==> config.mk <==
export PLATFORM = sky130hd
export DESIGN_NAME = mem_wb_stage_flat
export DESIGN_NICKNAME = d
export VERILOG_FILES = /design/src/rtl/cpu_types_pkg.sv /design/src/rtl/mem_wb_stage_if.sv /design/src/rtl/mem_wb_stage_wb_mux.sv /design/src/rtl/mem_wb_stage.sv /design/src/flat_wrapper.sv
export SDC_FILE = /design/constraint.sdc
export NUM_CORES = 1
export LEC_CHECK = 0
export ABC_AREA = 1
export ABC_CLOCK_PERIOD_IN_PS = 2000
export BUFFER_PORTS_ARGS = -buffer_cell sky130_fd_sc_hd__buf_4
export CORE_UTILIZATION = 53
export CTS_BUF_LIST = sky130_fd_sc_hd__clkbuf_2
export CTS_CLUSTER_DIAMETER = 100
export DETAILED_ROUTE_END_ITERATION = 10
export PLACE_DENSITY = 0.95
export RECOVER_POWER = 25
export SLEW_MARGIN = 20
export SYNTH_ARGS = -nofsm -noshare
export SYNTH_HDL_FRONTEND = slang
export SYNTH_SLANG_ARGS = --single-unit
==> constraint.sdc <==
create_clock -name CLK -period 2 [get_ports CLK]
set_clock_uncertainty 0.05 [all_clocks]
set_input_delay 0.2 -clock CLK [delete_from_list [all_inputs] [get_ports CLK]]
set_output_delay 0.2 -clock CLK [all_outputs]
set_load 0.1 [all_outputs]
==> src/rtl/cpu_types_pkg.sv <==
// Shared CPU datapath types: word and register-index widths, writeback source
// select encoding and the MEM/WB access-tracking state encoding.
package cpu_types_pkg;

  localparam int WORD_W_DEFAULT = 32;
  localparam int REG_W          = 5;

  typedef logic [WORD_W_DEFAULT-1:0] word_t;
  typedef logic [REG_W-1:0]          regbits_t;

  typedef enum logic [1:0] {
    ALU  = 2'd0,
    LOAD = 2'd1,
    NPC  = 2'd2,
    LUI  = 2'd3
  } regsel_t;

  typedef enum logic [1:0] {
    IDLE = 2'd0,
    WAIT = 2'd1,
    HELD = 2'd2
  } wb_state_t;

endpackage

==> src/rtl/mem_wb_stage_if.sv <==
// MEM->WB handshake bundle: EX/MEM latch values, hazard controls, data-memory
// status in; register-file write port, stall and halt status out.
interface mem_wb_stage_if #(parameter int WORD_W = 32);
  logic              flush;
  logic              wben;
  logic              dmemREN;
  logic              dmemWEN;
  logic              dhit;
  logic [WORD_W-1:0] dmemload;
  logic [WORD_W-1:0] nPC;
  logic [WORD_W-1:0] ALUOut;
  logic [WORD_W-1:0] lui;
  logic              regWr;
  logic [1:0]        regSel;
  logic [4:0]        regDst;
  logic              halt;
  logic              mem_stall;
  logic              rf_WEN;
  logic [4:0]        rf_wsel;
  logic [WORD_W-1:0] rf_wdat;
  logic              wb_valid;
  logic              halt_out;

  modport master (
    output flush, wben, dmemREN, dmemWEN, dhit, dmemload,
           nPC, ALUOut, lui, regWr, regSel, regDst, halt,
    input  mem_stall, rf_WEN, rf_wsel, rf_wdat, wb_valid, halt_out
  );

  modport slave (
    input  flush, wben, dmemREN, dmemWEN, dhit, dmemload,
           nPC, ALUOut, lui, regWr, regSel, regDst, halt,
    output mem_stall, rf_WEN, rf_wsel, rf_wdat, wb_valid, halt_out
  );
endinterface

==> src/rtl/mem_wb_stage_wb_mux.sv <==
// Writeback value select: picks ALU result, load data, link PC or LUI value.
module wb_mux
  import cpu_types_pkg::*;
#(
  parameter int WORD_W = 32
) (
  input  regsel_t           sel_i,
  input  logic [WORD_W-1:0] alu_i,
  input  logic [WORD_W-1:0] load_i,
  input  logic [WORD_W-1:0] npc_i,
  input  logic [WORD_W-1:0] lui_i,
  output logic [WORD_W-1:0] value_o
);

  // source select
  always_comb begin
    value_o = alu_i;
    case (sel_i)
      ALU:     value_o = alu_i;
      LOAD:    value_o = load_i;
      NPC:     value_o = npc_i;
      LUI:     value_o = lui_i;
      default: value_o = alu_i;
    endcase
  end

endmodule

==> src/rtl/mem_wb_stage.sv <==
// MEM/WB pipeline stage: tracks outstanding data-memory accesses, buffers load
// data that returns while WB is blocked, and drives the register-file write port.
module mem_wb_stage
  import cpu_types_pkg::*;
#(
  parameter int WORD_W = 32
) (
  input logic          CLK,
  input logic          nRST,
  mem_wb_stage_if.slave bus
);

  wb_state_t         state_q, state_d;
  logic [WORD_W-1:0] ldbuf_q, ldbuf_d;

  logic              valid_q, valid_d;
  logic              regwr_q, regwr_d;
  regbits_t          dst_q,   dst_d;
  logic [WORD_W-1:0] value_q, value_d;
  logic              halt_out_q, halt_out_d;

  logic              mem_req_s;
  logic              stall_s;
  logic              load_s;
  logic [WORD_W-1:0] load_data_s;
  logic [WORD_W-1:0] sel_value_s;

  assign mem_req_s   = bus.dmemREN | bus.dmemWEN;
  assign load_data_s = (state_q == HELD) ? ldbuf_q : bus.dmemload;
  assign load_s      = bus.wben & ~stall_s & ~bus.flush;

  wb_mux #(.WORD_W(WORD_W)) u_wb_mux (
    .sel_i   (regsel_t'(bus.regSel)),
    .alu_i   (bus.ALUOut),
    .load_i  (load_data_s),
    .npc_i   (bus.nPC),
    .lui_i   (bus.lui),
    .value_o (sel_value_s)
  );

  // stall: a halted core stays frozen; buffered load data never stalls
  always_comb begin
    if (halt_out_q) begin
      stall_s = 1'b1;
    end else if (state_q == HELD) begin
      stall_s = 1'b0;
    end else begin
      stall_s = mem_req_s & ~bus.dhit;
    end
  end

  // access-tracking next state and load-data capture
  always_comb begin
    state_d = state_q;
    ldbuf_d = ldbuf_q;
    case (state_q)
      IDLE: begin
        if (mem_req_s & ~bus.dhit) begin
          state_d = WAIT;
        end else begin
          state_d = IDLE;
        end
      end
      WAIT: begin
        if (bus.dhit) begin
          if (bus.wben) begin
            state_d = IDLE;
          end else begin
            state_d = HELD;
            ldbuf_d = bus.dmemload;
          end
        end else begin
          state_d = WAIT;
        end
      end
      HELD: begin
        if (bus.wben) begin
          state_d = IDLE;
        end else begin
          state_d = HELD;
        end
      end
      default: begin
        state_d = IDLE;
      end
    endcase
  end

  // WB register next value: flush beats stall beats load, otherwise hold
  always_comb begin
    valid_d    = valid_q;
    regwr_d    = regwr_q;
    dst_d      = dst_q;
    value_d    = value_q;
    halt_out_d = halt_out_q | (load_s & bus.halt);
    if (bus.flush | stall_s) begin
      valid_d = 1'b0;
      regwr_d = 1'b0;
      dst_d   = '0;
      value_d = '0;
    end else if (bus.wben) begin
      valid_d = 1'b1;
      regwr_d = bus.regWr;
      dst_d   = bus.regDst;
      value_d = sel_value_s;
    end else begin
      valid_d = valid_q;
    end
  end

  // state and WB register flops
  always_ff @(posedge CLK or negedge nRST) begin
    if (!nRST) begin
      state_q    <= IDLE;
      ldbuf_q    <= '0;
      valid_q    <= 1'b0;
      regwr_q    <= 1'b0;
      dst_q      <= '0;
      value_q    <= '0;
      halt_out_q <= 1'b0;
    end else begin
      state_q    <= state_d;
      ldbuf_q    <= ldbuf_d;
      valid_q    <= valid_d;
      regwr_q    <= regwr_d;
      dst_q      <= dst_d;
      value_q    <= value_d;
      halt_out_q <= halt_out_d;
    end
  end

  assign bus.mem_stall = stall_s;
  assign bus.rf_WEN    = valid_q & regwr_q & (dst_q != 5'd0) & ~halt_out_q;
  assign bus.rf_wsel   = dst_q;
  assign bus.rf_wdat   = value_q;
  assign bus.wb_valid  = valid_q;
  assign bus.halt_out  = halt_out_q;

endmodule

==> src/flat_wrapper.sv <==
// flat-port wrapper written by rule: the top's interface ports become plain ports
module mem_wb_stage_flat import cpu_types_pkg::*;
#(
  parameter int WORD_W = 32
)
  (CLK, nRST, bus_flush, bus_wben, bus_dmemREN, bus_dmemWEN, bus_dhit, bus_dmemload, bus_nPC, bus_ALUOut, bus_lui, bus_regWr, bus_regSel, bus_regDst, bus_halt, bus_mem_stall, bus_rf_WEN, bus_rf_wsel, bus_rf_wdat, bus_wb_valid, bus_halt_out);
  mem_wb_stage_if #(.WORD_W(WORD_W)) bus_i ();
  input logic CLK;
  input logic nRST;
  input wire logic [$bits(bus_i.flush)-1:0] bus_flush;
  input wire logic [$bits(bus_i.wben)-1:0] bus_wben;
  input wire logic [$bits(bus_i.dmemREN)-1:0] bus_dmemREN;
  input wire logic [$bits(bus_i.dmemWEN)-1:0] bus_dmemWEN;
  input wire logic [$bits(bus_i.dhit)-1:0] bus_dhit;
  input wire logic [$bits(bus_i.dmemload)-1:0] bus_dmemload;
  input wire logic [$bits(bus_i.nPC)-1:0] bus_nPC;
  input wire logic [$bits(bus_i.ALUOut)-1:0] bus_ALUOut;
  input wire logic [$bits(bus_i.lui)-1:0] bus_lui;
  input wire logic [$bits(bus_i.regWr)-1:0] bus_regWr;
  input wire logic [$bits(bus_i.regSel)-1:0] bus_regSel;
  input wire logic [$bits(bus_i.regDst)-1:0] bus_regDst;
  input wire logic [$bits(bus_i.halt)-1:0] bus_halt;
  output wire logic [$bits(bus_i.mem_stall)-1:0] bus_mem_stall;
  output wire logic [$bits(bus_i.rf_WEN)-1:0] bus_rf_WEN;
  output wire logic [$bits(bus_i.rf_wsel)-1:0] bus_rf_wsel;
  output wire logic [$bits(bus_i.rf_wdat)-1:0] bus_rf_wdat;
  output wire logic [$bits(bus_i.wb_valid)-1:0] bus_wb_valid;
  output wire logic [$bits(bus_i.halt_out)-1:0] bus_halt_out;
  assign bus_i.flush = bus_flush;
  assign bus_i.wben = bus_wben;
  assign bus_i.dmemREN = bus_dmemREN;
  assign bus_i.dmemWEN = bus_dmemWEN;
  assign bus_i.dhit = bus_dhit;
  assign bus_i.dmemload = bus_dmemload;
  assign bus_i.nPC = bus_nPC;
  assign bus_i.ALUOut = bus_ALUOut;
  assign bus_i.lui = bus_lui;
  assign bus_i.regWr = bus_regWr;
  assign bus_i.regSel = bus_regSel;
  assign bus_i.regDst = bus_regDst;
  assign bus_i.halt = bus_halt;
  assign bus_mem_stall = bus_i.mem_stall;
  assign bus_rf_WEN = bus_i.rf_WEN;
  assign bus_rf_wsel = bus_i.rf_wsel;
  assign bus_rf_wdat = bus_i.rf_wdat;
  assign bus_wb_valid = bus_i.wb_valid;
  assign bus_halt_out = bus_i.halt_out;
  mem_wb_stage #(.WORD_W(WORD_W)) u_core (.CLK(CLK), .nRST(nRST), .bus(bus_i));
endmodule
==> out/summary.log <==
[clock_network] later-pin clock latency in the skew report 0.53 ns
[sta] final critical delay including setup and external delays 1.90 ns
[sta] share of the cycle needed by the critical path after routing 95.0%
[floorplan] total die area 8700 sq um
[sta] final hold violation count 0
[final_layout] synth-to-layout area growth 52.9%
[worst_setup_path] worst path arrival time 1.65 ns
[worst_setup_path] Crit-path slowest cell sky130_fd_sc_hd__dfrtp_1
[detailed_routing] total number of vias 5751
[clock_network] clk slew on worst S/H paths 0.22 ns
[run_status] status complete, no violations
[detailed_routing] Via-to-Cell Ratio 5.75
[worst_hold_path] Hold Path Sink u_core.bus.rf_wdat[13]$_DFFE_PN0P_
[placed_design] DP HPWL 10500 um
[detailed_routing] post-detailed-route wirelength per cell 17.5 um
[worst_setup_path] worst reg2reg endpoint u_core.bus.rf_wdat[27]$_DFFE_PN0P_
[sta] Final Setup Violations 0
[floorplan] die height 93.3 um
[synthesis] Simple-Gate Fraction of Synth Area 43.1%
[sta] worst slack on hold paths 0.0347 ns
[sta] unrepaired setup endpoints after global routing false
[final_layout] ratio of cells with drive above 1 in the final layout 25.6%
[synthesis] synthesized net count 792
[sta] Worst slew margin 42.4%
[global_route] initial antenna violation count 1
[global_route] global route hottest layer met2
[worst_setup_path] Register-to-Register Setup Slack 0.26 ns
[worst_setup_path] startpoint of the worst-slack reg-to-reg timing path u_core.state_q[0]$_DFF_PN0_
[placed_design] final weighted congestion of routability-driven global placement 0.869
[synthesis] number of instances in the synthesized netlist 648
[synthesis] Cell variety after synth 17
[worst_setup_path] critical path class flip-flop to output port
[worst_hold_path] Worst Hold Launch bus_ALUOut[13]
[synthesis] ranking of synthesized cells by area sky130_fd_sc_hd__dfrtp_1, sky130_fd_sc_hd__nand2_1, sky130_fd_sc_hd__nand3_1, sky130_fd_sc_hd__inv_1, sky130_fd_sc_hd__nand3b_1
[synthesis] Most used DFF post-synth sky130_fd_sc_hd__dfrtp_1
[synthesis] top cell type's share of synthesized area 41.9%
[synthesis] total of flip-flops plus latches after synthesis 74
[detailed_routing] DRC violations left 0
[worst_setup_path] series of cell instances along the critical path inv_4, nand2_4, nand3_2, nand2_2, buf_6
[floorplan] Initial Utilization 56.0%
[floorplan] standard-cell row count 32
[global_route] GRT overflow 0
[global_route] wire length of the first global-routing pass 27400 um
[synthesis] netlist area before placement 4420 sq um
[detailed_routing] DRT iter0 DRCs 721
[worst_setup_path] slowest stage delay, CP 0.49 ns
[synthesis] largest family of logic cells by synthesized area simple AND/OR/NAND/NOR gates
[clock_network] number of sinks driven by the clock tree 74
[global_route] maximum number of pins on one net before global-route repair 52
[synthesis] async set or reset register ratio after synthesis 100%
[job] # Max-Cap Violations 0
[clock_network] clock tree from TritonCTS built
[synthesis] leading cell types by count after synthesis sky130_fd_sc_hd__nand2_1, sky130_fd_sc_hd__nand3_1, sky130_fd_sc_hd__dfrtp_1
[floorplan] Top Ports 185
[sta] transition time of the tightest slew-check pin 0.864 ns
[synthesis] count of yosys warnings during synthesis 0
[synthesis] cell with the most instances after synthesis sky130_fd_sc_hd__nand2_1
[sta] max-slew violations 0
[synthesis] count of flip-flops with a built-in enable after synthesis 0
[detailed_routing] TritonRoute pass-1 iters 7
[clock_network] H-tree depth 3
[synthesis] synthesized-area fraction occupied by ao, oa, aoi and oai cells 3.74%
[detailed_routing] number of nets with antenna violations after detailed routing 0
[pwr] power per cell area 545 nW/um^2
[final_layout] layout net count 1036
[floorplan] core area 7890 sq um
[worst_setup_path] R2R depth 8
[pwr] maximum vdd ir drop 0.000384 V
[global_route] global-route total usage across every layer 41.1%
[worst_setup_path] critical path startpoint category flip-flop
[global_route] met3 track demand over resource 8.70%
[clock_network] Root Driver sky130_fd_sc_hd__clkbuf_2
[final_layout] final design instance area without fill 6760 sq um
[detailed_routing] wire length after detailed routing 17500 um
[synthesis] post-synth top area cell sky130_fd_sc_hd__dfrtp_1
[worst_setup_path] required arrival time at the worst endpoint 1.75 ns
[synthesis] per-instance average area after synthesis 6.82 sq um
[synthesis] multiplexer fraction of the synthesized cell area 0%
[placed_design] count of input and output buffers 184
[global_route] met1 demand-to-capacity share in global routing 45.7%
[synthesis] fraction of the yosys area taken by sequential cells 41.9%
[worst_setup_path] CP max FO 16
[pwr] overall power consumption 3680 uW
[synthesis] area share of xor/xnor cells in the synthesized design 0%
[placed_design] cell area reported after detailed placement 5880 sq um
[clock_network] TritonCTS buffer count 9
[synthesis] adder-cell share of the synthesized area 0%
[worst_hold_path] depth of the worst hold-timing path 5
[pwr] Lkg Pwr 0.00379 uW
[sta] fmax 526 MHz
[global_route] vias in the first global route 5765
[floorplan] floorplan die width 93.3 um
[worst_setup_path] sort of element at the end of the critical path output port
[worst_hold_path] min-delay worst type primary input to flip-flop
[sta] Sum Neg Setup Slack 0 ns
[clock_network] deepest clock path buffer count 2
[global_route] met2 Use GR 70.6%
how the worst max path moves through the flow:
stage	from	endpoint	cells after the start
after global routing	u_core.state_q[0]$_DFF_PN0_	bus_mem_stall	5
after global placement	u_core.state_q[0]$_DFF_PN0_	u_core.bus.rf_wdat[13]$_DFFE_PN0P_	8
after detailed placement	u_core.state_q[0]$_DFF_PN0_	u_core.bus.rf_wdat[30]$_DFFE_PN0P_	8
after CTS	u_core.state_q[0]$_DFF_PN0_	bus_mem_stall	5
after floorplan	u_core.bus.rf_wsel[1]$_DFFE_PN0P_	bus_rf_WEN	4
final	u_core.state_q[0]$_DFF_PN0_	bus_mem_stall	5
layout by cell type, fill, tap and decap left out:
cell type                       instances
sky130_fd_sc_hd__clkbuf_2              11
sky130_fd_sc_hd__buf_4                199
sky130_fd_sc_hd__o21ai_0               33
sky130_fd_sc_hd__clkinvlp_4             2
sky130_fd_sc_hd__buf_12                 1
sky130_fd_sc_hd__inv_6                  1
sky130_fd_sc_hd__nand4_1                1
sky130_fd_sc_hd__nor3_1                 2
sky130_fd_sc_hd__nand3_1              128
sky130_fd_sc_hd__nand3_2                3
sky130_fd_sc_hd__bufinv_16              2
sky130_fd_sc_hd__diode_2                1
sky130_fd_sc_hd__inv_1                 72
sky130_fd_sc_hd__nand2_4                1
sky130_fd_sc_hd__dfrtp_1               73
sky130_fd_sc_hd__buf_6                  2
sky130_fd_sc_hd__dfrtp_2                1
sky130_fd_sc_hd__clkbuf_1               2
sky130_fd_sc_hd__nand2_1              246
sky130_fd_sc_hd__dlygate4sd3_1         73
sky130_fd_sc_hd__nand2_2                1
sky130_fd_sc_hd__nand3b_1              32
sky130_fd_sc_hd__nor2_2                 4
sky130_fd_sc_hd__inv_4                  1
sky130_fd_sc_hd__nor2_1                 5
sky130_fd_sc_hd__clkinv_2               1
timing repair:
action	CTS	global route
buffers inserted	0	0
hold buffers	72	1
gates resized for setup	0	3
hold endpoints to repair	142	1
setup endpoints to repair	0	2
sequential cells by signal, summed over array words and instances (netlist names):
name	cells
u_core.bus.rf_wdat	32
u_core.ldbuf_q	32
u_core.bus.rf_wsel	5
u_core.state_q	2
u_core.bus.halt_out	1
u_core.bus.wb_valid	1
u_core.regwr_q	1
final cells by class:
| class | instances | area (sq um) |
|---|---|---|
| well taps | 102 | 128 |
| clock inverters | 6 | 88.8 |
| multi-input cells | 456 | 2080 |
| repair buffers | 278 | 2280 |
| clock buffers | 10 | 50.0 |
| fillers | 408 | 1130 |
| flip-flops and latches | 74 | 1850 |
| inverters | 73 | 277 |
| diodes | 1 | 2.50 |
cells by family (layout without fill, tap and decap cells):
family                 after synthesis  in the layout
buffers and inverters              118            367
other                                0              1
AND/OR/NAND/NOR                    423            423
AO/OA/AOI/OAI                       33             33
flip-flops                          74             74
report_power, final:
part,switching [uW],internal (uW)
Combinational,476,492
Sequential,84.2,1650
Clock,559,420
Total,1120,2560
worst max-delay path, delay by kind of cell (launching register included):
family	cells	cell delay, ns
DFF	1	0.49
and+or+nand+nor	3	0.30
buffers and inverters	2	0.35
through the flow:
step                util (%)  worst slack, ns  cells
finish                  85.6            0.100   1000
global route            85.6           0.0227   1000
CTS                     85.5           0.0407    998
detailed placement      74.6            0.396    910
global placement        74.6            0.441    910
floorplan                  -          -0.0562    648
layer usage:
layer / vias up / share of wire (%)
li1: 2525 / -
met1: 2622 / 34
met2: 489 / 49
met3: 115 / 11
met4: 0 / 6.4
met5: - / 0
Note: power is estimated with default switching activity, not from simulation.
